<file path="config.mk">
export PLATFORM = sky130hd
export DESIGN_NAME = sel_arbiter_flat
export DESIGN_NICKNAME = d
export VERILOG_FILES = /design/src/rtl/sel_arbiter_if.sv /design/src/rtl/sel_arbiter.sv /design/src/flat_wrapper.sv
export SDC_FILE = /design/constraint.sdc
export NUM_CORES = 1
export LEC_CHECK = 0
export ABC_AREA = 1
export CAP_MARGIN = 20
export CORE_MARGIN = 2
export CORE_UTILIZATION = 45
export DETAILED_ROUTE_END_ITERATION = 8
export PLACE_DENSITY = 0.88
export SLEW_MARGIN = 30
export SYNTH_ARGS = -nofsm -noshare
export SYNTH_HDL_FRONTEND = slang
export SYNTH_SLANG_ARGS = --single-unit
</file>
<file path="constraint.sdc">
create_clock -name CLOCK_50 -period 5.25 [get_ports CLOCK_50]
set_clock_uncertainty 0.05 [all_clocks]
set_input_delay 0.525 -clock CLOCK_50 [delete_from_list [all_inputs] [get_ports CLOCK_50]]
set_output_delay 0.525 -clock CLOCK_50 [all_outputs]
set_load 0.1 [all_outputs]
</file>
<file path="src/rtl/sel_arbiter_if.sv">
// Request/grant/data bundle between the two display sources and sel_arbiter.
// The slave side is the arbiter; the master side drives requests and data.
interface sel_arbiter_if #(
    parameter int WIDTH = 7
);
    logic             REQ_A;
    logic             REQ_B;
    logic             LOCK;
    logic [WIDTH-1:0] DATA_A;
    logic [WIDTH-1:0] DATA_B;
    logic             GNT_A;
    logic             GNT_B;
    logic             SEL;
    logic [WIDTH-1:0] OUT;
    logic [WIDTH-1:0] OUT_N;
    logic             VALID;

    modport master (
        output REQ_A, REQ_B, LOCK, DATA_A, DATA_B,
        input  GNT_A, GNT_B, SEL, OUT, OUT_N, VALID
    );

    modport slave (
        input  REQ_A, REQ_B, LOCK, DATA_A, DATA_B,
        output GNT_A, GNT_B, SEL, OUT, OUT_N, VALID
    );
endinterface

</file>
<file path="src/rtl/sel_arbiter.sv">
// Two-requester round-robin arbiter with bounded tenure under contention,
// driving the display selector and registering the selected word.
module sel_arbiter #(
    parameter int WIDTH = 7,
    parameter int HOLD  = 4
) (
    input  logic          CLOCK_50,
    input  logic          RESET,
    sel_arbiter_if.slave  bus
);
    localparam int            CW      = $clog2(HOLD) + 1;
    localparam logic [CW-1:0] CNT_MAX = CW'(HOLD - 1);
    localparam logic          LAST_A  = 1'b0;
    localparam logic          LAST_B  = 1'b1;

    typedef enum logic [1:0] {
        IDLE    = 2'd0,
        GRANT_A = 2'd1,
        GRANT_B = 2'd2
    } state_t;

    state_t           r_state;
    state_t           w_next;
    logic             r_last;
    logic [CW-1:0]    r_cnt;
    logic             r_gnt_a;
    logic             r_gnt_b;
    logic [WIDTH-1:0] r_out;
    logic             r_valid;
    logic             w_preempt;

    always_comb begin
        // NOTE: every combinational output gets a default first so no latch is inferred.
        w_next    = r_state;
        w_preempt = (r_cnt == CNT_MAX) && !bus.LOCK;
        case (r_state)
            IDLE: begin
                if (bus.REQ_A && bus.REQ_B)
                    w_next = (r_last == LAST_A) ? GRANT_B : GRANT_A;
                else if (bus.REQ_A)
                    w_next = GRANT_A;
                else if (bus.REQ_B)
                    w_next = GRANT_B;
            end
            GRANT_A: begin
                // A voluntary release wins over LOCK; LOCK only gates preemption.
                if (!bus.REQ_A)
                    w_next = bus.REQ_B ? GRANT_B : IDLE;
                else if (bus.REQ_B && w_preempt)
                    w_next = GRANT_B;
            end
            GRANT_B: begin
                if (!bus.REQ_B)
                    w_next = bus.REQ_A ? GRANT_A : IDLE;
                else if (bus.REQ_A && w_preempt)
                    w_next = GRANT_A;
            end
            default: w_next = IDLE;
        endcase
    end

    always_ff @(posedge CLOCK_50 or posedge RESET) begin
        if (RESET) begin
            r_state <= IDLE;
            r_last  <= LAST_B;
            r_cnt   <= '0;
            r_gnt_a <= 1'b0;
            r_gnt_b <= 1'b0;
            r_out   <= '0;
            r_valid <= 1'b0;
        end else begin
            // NOTE: non-blocking throughout so every register samples pre-edge values.
            r_state <= w_next;
            r_gnt_a <= (w_next == GRANT_A);
            r_gnt_b <= (w_next == GRANT_B);

            if (w_next != r_state) begin
                r_cnt <= '0;
                if (w_next == GRANT_A)
                    r_last <= LAST_A;
                else if (w_next == GRANT_B)
                    r_last <= LAST_B;
            end else if (r_state != IDLE && r_cnt != CNT_MAX) begin
                r_cnt <= r_cnt + CW'(1);
            end

            // Datapath trails the grant by one cycle; IDLE keeps the last word.
            case (r_state)
                GRANT_A: begin
                    r_out   <= bus.DATA_A;
                    r_valid <= 1'b1;
                end
                GRANT_B: begin
                    r_out   <= bus.DATA_B;
                    r_valid <= 1'b1;
                end
                default: r_valid <= 1'b0;
            endcase
        end
    end

    assign bus.GNT_A = r_gnt_a;
    assign bus.GNT_B = r_gnt_b;
    assign bus.SEL   = r_gnt_b;
    assign bus.OUT   = r_out;
    assign bus.OUT_N = ~r_out;
    assign bus.VALID = r_valid;
endmodule
</file>
<file path="src/flat_wrapper.sv">
// flat-port wrapper written by rule: the top's interface ports become plain ports
module sel_arbiter_flat 
#(
    parameter int WIDTH = 7,
    parameter int HOLD  = 4
)
  (CLOCK_50, RESET, bus_REQ_A, bus_REQ_B, bus_LOCK, bus_DATA_A, bus_DATA_B, bus_GNT_A, bus_GNT_B, bus_SEL, bus_OUT, bus_OUT_N, bus_VALID);
  sel_arbiter_if #(.WIDTH(WIDTH)) bus_i ();
  input  logic CLOCK_50;
  input  logic RESET;
  input wire logic [$bits(bus_i.REQ_A)-1:0] bus_REQ_A;
  input wire logic [$bits(bus_i.REQ_B)-1:0] bus_REQ_B;
  input wire logic [$bits(bus_i.LOCK)-1:0] bus_LOCK;
  input wire logic [$bits(bus_i.DATA_A)-1:0] bus_DATA_A;
  input wire logic [$bits(bus_i.DATA_B)-1:0] bus_DATA_B;
  output wire logic [$bits(bus_i.GNT_A)-1:0] bus_GNT_A;
  output wire logic [$bits(bus_i.GNT_B)-1:0] bus_GNT_B;
  output wire logic [$bits(bus_i.SEL)-1:0] bus_SEL;
  output wire logic [$bits(bus_i.OUT)-1:0] bus_OUT;
  output wire logic [$bits(bus_i.OUT_N)-1:0] bus_OUT_N;
  output wire logic [$bits(bus_i.VALID)-1:0] bus_VALID;
  assign bus_i.REQ_A = bus_REQ_A;
  assign bus_i.REQ_B = bus_REQ_B;
  assign bus_i.LOCK = bus_LOCK;
  assign bus_i.DATA_A = bus_DATA_A;
  assign bus_i.DATA_B = bus_DATA_B;
  assign bus_GNT_A = bus_i.GNT_A;
  assign bus_GNT_B = bus_i.GNT_B;
  assign bus_SEL = bus_i.SEL;
  assign bus_OUT = bus_i.OUT;
  assign bus_OUT_N = bus_i.OUT_N;
  assign bus_VALID = bus_i.VALID;
  sel_arbiter #(.WIDTH(WIDTH), .HOLD(HOLD)) u_core (.CLOCK_50(CLOCK_50), .RESET(RESET), .bus(bus_i));
endmodule
</file>
==> results of run 1 <==
-- cell families (layout without fill, tap and decap cells) --
family | Yosys count | count (layout)
simple gates | 46 | 46
flops | 16 | 16
fa+ha+maj | 8 | 8
mux | 1 | 1
compound gates | 17 | 17
buf+inv | 23 | 61
xor+xnor | 1 | 1
-- sequential cells by signal (all words and copies together) (netlist names) --
signal            cells
u_core.bus.VALID      1
u_core.bus.GNT_A      1
u_core.r_cnt          3
u_core.r_state        2
u_core.bus.GNT_B      1
u_core.bus.OUT        7
u_core.r_last         1
-- worst paths after layout --
| kind | end | slack [ns] | cells after the start |
|---|---|---|---|
| max | bus_OUT_N[5] | 2.77 | 2 |
| max reg2reg | u_core.r_last | 3.13 | 11 |
| max in group asynchronous | u_core.bus.OUT[0] | 4.23 | 2 |
| min | u_core.r_last | 0.42 | 2 |
| min in group asynchronous | u_core.bus.VALID | 0.54 | 2 |
| min reg2reg | u_core.r_last | 0.42 | 2 |
-- synth_stat cells (all sizes together) --
cell     n
a21oi    1
buf      1
clkbuf   1
dfrtp   15
dfstp    1
ha       8
inv     21
mux2     1
nand2   20
nand3   10
nor2    16
o21ai    9
o22ai    7
xnor2    1
-- cell usage in the layout, fill, tap and decap left out, drive strengths merged --
cell type	Yosys	final
xnor2	1	1
clkbuf	1	4
nand3	10	10
nor2	16	16
dfrtp	15	15
inv	21	21
ha	8	8
a21oi	1	1
mux2	1	1
clkdlybuf4s50	0	36
dfstp	1	1
o21ai	9	9
o22ai	7	7
nand2	20	20
-- through the flow --
step | std cells | area, um2 | hold slack (ns) | util [%] | worst slack [ns]
CTS | 177 | 1330 | 0.422 | 68.9 | 2.76
global route | 177 | 1330 | 0.444 | 68.9 | 2.71
global placement | 173 | 1290 | 0.407 | 67.1 | 3.05
finish | 177 | 1330 | 0.422 | 68.9 | 2.77
detailed placement | 173 | 1290 | 0.408 | 67.1 | 2.97
floorplan | 112 | 906 | 0.388 | - | 3.11
-- critical path, delay by kind of cell, from the launching register on --
| family | cells | cell delay (ns) |
|---|---|---|
| buffers and inverters | 2 | 1.23 |
| flip-flops | 1 | 0.39 |
-- final cells by class --
cell class	count	area [um2]	share of cell area [%]
well taps	27	33.8	2.55
multi-input cells	73	414	31.3
repair buffers	36	360	27.2
inverters	21	78.8	5.95
clock buffers	4	36.3	2.74
flip-flops and latches	16	402	30.3
-- routing by layer --
metal / GRT usage [%] / routed length (um)
met4: 10.0 / 55
met3: 3.99 / 57
met5: 0 / 0
met2: 33.6 / 1070
met1: 22.9 / 928
==> flow_metrics.py, run 1 <==
metrics = {
    "timing": {
        "worst_pin_slew_ns": 0.994,
        "slew_violations": 0,
        "setup_viol": 0,
        "fmax_mhz": 403,
        "max_slew_margin_pct": 33.5,
        "post-route-min-period_ns": 2.48,
        "rsz0062_at_grt": "false",
        "hold_violations": 0,
        "setup-tns-final_ns": 0,
        "min_period_over_period_pct": 47.2,
    },
    "yosys": {
        "synth-simple-area-share_pct": 22.1,
        "ys_types": 17,
        "ys_ff_latch": 16,
        "synth_largest_area_cell": "dfrtp_1",
        "synthXorXnorAreaFrac_pct": 0.967,
        "synthCells": 112,
        "yosys_warnings": 0,
        "ys_top_cells_by_area": "dfrtp_1 41%, ha_1 11%, inv_1 8.3%",
        "synth_compound_area_share_pct": 10.4,
        "ys_seq_area_share_pct": 44.3,
        "synth_top_family_by_area": "simple AND/OR/NAND/NOR gates",
        "avgSynthCellArea_um2": 8.09,
        "synth_top_area_share_pct": 41.4,
        "synthAdderAreaFrac_pct": 11.0,
        "synth_mux_area_share_pct": 1.24,
        "netlist_area_um2": 906,
        "synth_fp_nets": 139,
    },
    "critical_path": {
        "cp_slowest_stage_delay_ns": 1.15,
        "critPathLaunch": "u_core.bus.OUT[5]",
        "critical_path_class": "reg2out",
        "crit_path_end_kind": "output pin",
        "timing.rr.start": "u_core.r_state[0]",
        "critPathLaunchType": "flip-flop",
        "cp.required_ns": 4.68,
        "cpMaxStageDelayCell": "clkdlybuf4s50_1",
        "crit_arrival_ns": 1.90,
        "worstPathCellList": "inv_1, clkdlybuf4s50_1",
        "critPathMaxFanout": 2,
    },
    "detailed_routing": {
        "wl_per_cell_um": 12.0,
        "vias_per_cell": 4.90,
        "drc": 0,
        "vias": 867,
        "dr.pass1.iters": 4,
        "drtIter0Drc": 16,
        "postRouteWirelength_mm": 2.12,
        "ant_nets": 0,
    },
    "global_route": {
        "grt_pass1_wl_mm": 3.61,
        "antenna_found_initial": 0,
        "grt_max_degree": 17,
        "grt_pass1_vias": 828,
        "track_usage_pct": 19.5,
        "grt.overflow.total": 0,
    },
    "finish": {
        "nets": 178,
        "nFillCells": 154,
        "layout-drive-gt1-share_pct": 7.33,
        "area_growth_pct": 46.3,
        "antennaDiodeCount": 0,
    },
    "place": {
        "post-dp-hpwl_mm": 1.67,
        "io_buffers": 36,
        "place_congestion": 0.851,
    },
    "clock_network": {
        "cts_buffers": 3,
        "cts_num_sinks": 16,
        "cts_max_level": 1,
        "root_buffer": "clkbuf_4",
        "ctsHoldBuffers": 0,
        "clkLatencyLatePin_ns": 0.28,
        "clk_pin_slew_worst_paths_ns": 0.08,
        "cts_resized": 0,
        "clock_path_buffers": 2,
        "tritoncts": "done",
        "cts_setup_buffers": 0,
    },
    "die": {
        "die_height_um": 48.9,
        "fp-row-count": 16,
        "start_util_pct": 47.1,
        "io_pins": 37,
        "die_w_um": 48.9,
        "die-area_um2": 2390,
        "core_um2": 1920,
    },
    "hold_path": {
        "holdCritStartpoint": "u_core.r_last",
        "min_path_type": "reg2reg",
    },
    "job": {
        "maxCapViolCount": 0,
    },
    "outcome": {
        "status": "finished, final reports clean",
    },
}
Power of run 1 is left out: the tool's default activity adds up to more than one toggle a clock period on the data nets, which glitch-free logic cannot reach.
==> run 2, diff against run 1 <==
--- a/config.mk
+++ b/config.mk
@@ -8,9 +8,9 @@
 export ABC_AREA = 1
 export CAP_MARGIN = 20
 export CORE_MARGIN = 2
-export CORE_UTILIZATION = 45
+export CORE_UTILIZATION = 38
 export DETAILED_ROUTE_END_ITERATION = 8
-export PLACE_DENSITY = 0.88
+export PLACE_DENSITY = 0.8
 export SLEW_MARGIN = 30
 export SYNTH_ARGS = -nofsm -noshare
 export SYNTH_HDL_FRONTEND = slang
==> constraint.sdc (replaced) <==
create_clock -name CLOCK_50 -period 2 [get_ports CLOCK_50]
set_clock_uncertainty 0.05 [all_clocks]
set_input_delay 0.2 -clock CLOCK_50 [delete_from_list [all_inputs] [get_ports CLOCK_50]]
set_output_delay 0.2 -clock CLOCK_50 [all_outputs]
set_load 0.1 [all_outputs]
==> run 2 against run 1 <==
Against the previous run: setup slack got worse by 2.6 ns; first-iteration DRC count fell by 31%; sequential cell count did not move; critical endpoint is now u_core.r_last; worst hold slack got worse by 0.20 ns; critical path type is now reg2reg.
==> flow_metrics.py, run 2 (same netlist as run 1, synthesis figures left out) <==
metrics = {
    "global_route": {
        "grt_max_degree": 17,
        "grt.overflow.total": 0,
        "track_usage_pct": 17.4,
        "antenna_found_initial": 0,
        "grt_pass1_wl_mm": 3.53,
        "grt_pass1_vias": 835,
    },
    "critical_path": {
        "critPathLaunch": "u_core.r_cnt[0]",
        "critPathLaunchType": "flip-flop",
        "critical_path_class": "reg2reg",
        "reg2regPathDepth": 13,
        "critPathMaxFanout": 4,
        "cp.required_ns": 2.18,
        "reg2reg_to": "u_core.r_last",
        "crit_arrival_ns": 2.02,
        "r2r_slack_ns": 0.15,
        "timing.rr.start": "u_core.r_cnt[0]",
        "crit_path_end_kind": "flip-flop",
    },
    "clock_network": {
        "clk_pin_slew_worst_paths_ns": 0.09,
        "clkLatencyLatePin_ns": 0.28,
        "tritoncts": "done",
        "cts_max_level": 1,
        "root_buffer": "clkbuf_4",
        "cts_buffers": 3,
        "clock_path_buffers": 2,
        "cts_num_sinks": 16,
    },
    "detailed_routing": {
        "ant_nets": 0,
        "vias": 873,
        "drc": 0,
        "met1Wirelength_um": 883,
        "dr_wl_met2_mm": 1.10,
        "vias_per_cell": 4.80,
        "postRouteWirelength_mm": 2.21,
        "top_layer_used": "met3",
        "dr.pass1.iters": 4,
        "wl_per_cell_um": 12.2,
        "wl_met3_um": 234,
        "drtIter0Drc": 11,
    },
    "timing": {
        "setup-tns-final_ns": 0,
        "fmax_mhz": 541,
        "worst_pin_slew_ns": 0.585,
        "setup_viol": 0,
        "min_period_over_period_pct": 92.3,
        "slew_violations": 0,
        "hold_violations": 0,
        "rsz0062_at_grt": "false",
        "worst_slack_ns": 0.153,
        "post-route-min-period_ns": 1.85,
        "max_slew_margin_pct": 61.0,
    },
    "finish": {
        "largest_register_ffs": 7,
        "area_growth_pct": 50.8,
        "nets": 182,
        "regArea_um2": 410,
        "final_cell_mix": "22 x buf_4, 18 x nand2_1, 18 x clkdlybuf4s50_1",
        "nFillCells": 203,
        "final_common_cell": "buf_4",
        "layout-drive-gt1-share_pct": 33.1,
        "antennaDiodeCount": 0,
        "multi_input_area_um2": 434,
    },
    "hold_path": {
        "min_path_type": "in2async",
    },
    "die": {
        "io_pins": 37,
        "die-area_um2": 2790,
        "fp-row-count": 17,
        "die_w_um": 52.8,
        "die_height_um": 52.8,
        "core_um2": 2230,
        "start_util_pct": 40.6,
    },
    "place": {
        "io_buffers": 36,
        "place_ws_ns": 0.0262,
        "place_congestion": 0.824,
        "post-dp-hpwl_mm": 1.75,
    },
    "outcome": {
        "status": "finished, final reports clean",
    },
    "job": {
        "maxCapViolCount": 0,
    },
}
==> run 2: cell types whose count changed in the layout (fill, tap and decap cells not counted) <==
| cell | change |
|---|---|
| ha_4 | +1 |
| clkinvlp_4 | +7 |
| inv_1 | -8 |
| buf_4 | +22 |
| clkdlybuf4s50_1 | -18 |
| nand3_1 | -1 |
| dfrtp_2 | +7 |
| ha_1 | -2 |
| ha_2 | +1 |
| inv_2 | +1 |
| nand3_2 | +1 |
| dfrtp_1 | -7 |
==> run 2: routing by layer <==
metal / vias up / GRT usage, %
met2: 38 / 33.8
met5: - / 0
li1: 441 / -
met4: 0 / 1.28
met1: 394 / 18.1
met3: 0 / 6.57
==> run 2: how the worst max path moves through the flow <==
stage	end	cells after the start
after floorplan	u_core.r_last	12
after global placement	u_core.r_last	13
after detailed placement	u_core.r_last	13
after CTS	u_core.r_last	13
after global routing	u_core.r_last	12
final	u_core.r_last	13
==> run 2: what timing repair did <==
item,CTS,global route
gates resized for setup,0,5
setup endpoints to repair,0,1
hold buffers,0,0
buffers inserted,0,2
==> run 2: worst max-delay path, stage by stage, from the launching register on <==
cell     delay [ns]
dfrtp_1        0.40
ha_2           0.21
ha_4           0.17
nand3_2        0.08
nand3_1        0.07
nand2_1        0.07
nand3_1        0.09
nand2_2        0.10
inv_1          0.05
ha_1           0.26
inv_1          0.07
nand2_1        0.06
nand2_1        0.05
nand2_1        0.04
==> run 2: stage by stage <==
stage | instance area, um2 | hold slack, ns | util (%) | std cells
5_1_grt | 1370 | 0.277 | 61.2 | 182
6_report | 1370 | 0.221 | 61.2 | 182
4_1_cts | 1330 | 0.241 | 59.6 | 180
3_3_place_gp | 1290 | 0.410 | 58.0 | 176
2_1_floorplan | 941 | 0.0626 | - | 112
3_5_place_dp | 1290 | 0.418 | 58.0 | 176
==> run 2: final cells by class <==
cell class              count  share of cell area, %
clock buffers               4                   2.66
inverters                  21                   7.69
multi-input cells          73                   31.8
flip-flops and latches     16                   30.0
well taps                  28                   2.56
repair buffers             40                   25.3
Power of run 2 is left out for the same reason.
==> run 3, diff against run 2 <==
--- a/config.mk
+++ b/config.mk
@@ -6,7 +6,6 @@
 export NUM_CORES = 1
 export LEC_CHECK = 0
 export ABC_AREA = 1
-export CAP_MARGIN = 20
 export CORE_MARGIN = 2
 export CORE_UTILIZATION = 38
 export DETAILED_ROUTE_END_ITERATION = 8
==> results of run 3 <==
Same layout as run 2: the final DEF is identical, and so are final timing and power.
Power of run 3 is left out for the same reason.
==> patch (flow settings as in run 1) <==
`WIDTH` is set to 7 in 3 places; all go to 14.
--- a/src/rtl/sel_arbiter_if.sv
+++ b/src/rtl/sel_arbiter_if.sv
@@ -2,5 +2,5 @@
 // The slave side is the arbiter; the master side drives requests and data.
 interface sel_arbiter_if #(
-    parameter int WIDTH = 7
+    parameter int WIDTH = 14
 );
     logic             REQ_A;
--- a/src/rtl/sel_arbiter.sv
+++ b/src/rtl/sel_arbiter.sv
@@ -2,5 +2,5 @@
 // driving the display selector and registering the selected word.
 module sel_arbiter #(
-    parameter int WIDTH = 7,
+    parameter int WIDTH = 14,
     parameter int HOLD  = 4
 ) (
--- a/src/flat_wrapper.sv
+++ b/src/flat_wrapper.sv
@@ -2,5 +2,5 @@
 module sel_arbiter_flat 
 #(
-    parameter int WIDTH = 7,
+    parameter int WIDTH = 14,
     parameter int HOLD  = 4
 )
Ports: changed (resized bus_DATA_A, bus_DATA_B, bus_OUT and bus_OUT_N); port bits go from 37 to 65. The function was not compared with the original's and may differ.
==> patch against run 1 <==
Sequential cell count increased by 7; worst setup slack got worse by 68 ps; hold slack improved by 12 ps; wire length increased by 65%; critical endpoint is now bus_OUT_N[3]; fmax decreased by 2.7%; cell area increased by 44%; sequential share of layout area decreased by 0.16 points; via count increased by 44%; first-iteration DRC count increased by 81%; synthesized area increased by 36%.
Power is not shown: default switching activity piles up to over one toggle a cycle in this logic, so the estimate is an artifact.
==> patch: results (changes against run 1) <==
- Post-Synthesis Cells: 151 (+35%)
- Post-Place Cells: 239 (+38%)
- First-pass GRT wire length: 5780 µm (+60%)
- Cell Area, Placed: 0.00189 mm² (+46%)
- Total number of vias: 1250 (+44%)
- Seq/Total Area, Yosys: 46.7% (+2.4 points)
- Clock transition at path regs: 130 ps (+50 ps)
- Synth top area cells: dfrtp_1 45%, inv_1 8.2%, ha_1 8.1%
- Setup WS pre-CTS: 2870 ps (-103 ps)
- Final hold slack: 434 ps (+12.3 ps)
- Status: complete, no violations
- Critical Path Source: u_core.bus.OUT[3]
- Number of port buffers: 64 (+78%)
- Gr usage total: 23.1% (+3.6 points)
- Gpl congestion: 0.868 (+2.0%)
- Final min period: 2550 ps (+68.3 ps)
- Detailed Place HPWL: 2690 µm (+60%)
- Slew HR: 32.8% (-0.74 points)
- Clk_lat worst skew: 310 ps (+30 ps)
- Library cells used by synthesis: 18 (+1)
- Syn nets: 192 (+38%)
- Worst EP arrival: 1970 ps (+70 ps)
- CP endpoint: bus_OUT_N[3]
- Drt initial violations: 29 (+13)
- Layout Cells excl Fill: 243 (+37%)
- R2R depth: 12 (+1)
[patch: kinds of logic (layout without fill, tap and decap cells)]
| family | Yosys count | in the layout | synth area share, % |
|---|---|---|---|
| fa+ha+maj | 8 | 8 | 8.11 |
| buf+inv | 34 | 96 | 10.6 |
| compound gates | 31 | 31 | 14.0 |
| simple gates | 53 | 53 | 18.9 |
| flops | 23 | 23 | 46.7 |
| xor+xnor | 1 | 1 | 0.709 |
| mux | 1 | 1 | 0.912 |
[patch: critical path: stages, from the launching register on]
cell	delay, ps
dfrtp_1	410
inv_1	90
clkdlybuf4s50_1	1160
[patch: cell type report]
cell class | instances | area [µm²]
Sequential cell | 23 | 577
Fill cell | 189 | 632
Inverter | 28 | 105
Multi-Input combinational cell | 94 | 527
Tap cell | 30 | 37.5
Clock buffer | 4 | 26.3
Timing Repair Buffer | 64 | 641
[patch: layer usage]
layer	GRT usage, %	wire [µm]	vias up
li1	-	-	603
met1	26.0	1380	596
met2	44.2	1920	45
met3	3.46	138	6
met4	7.14	48	0
met5	0	0	-
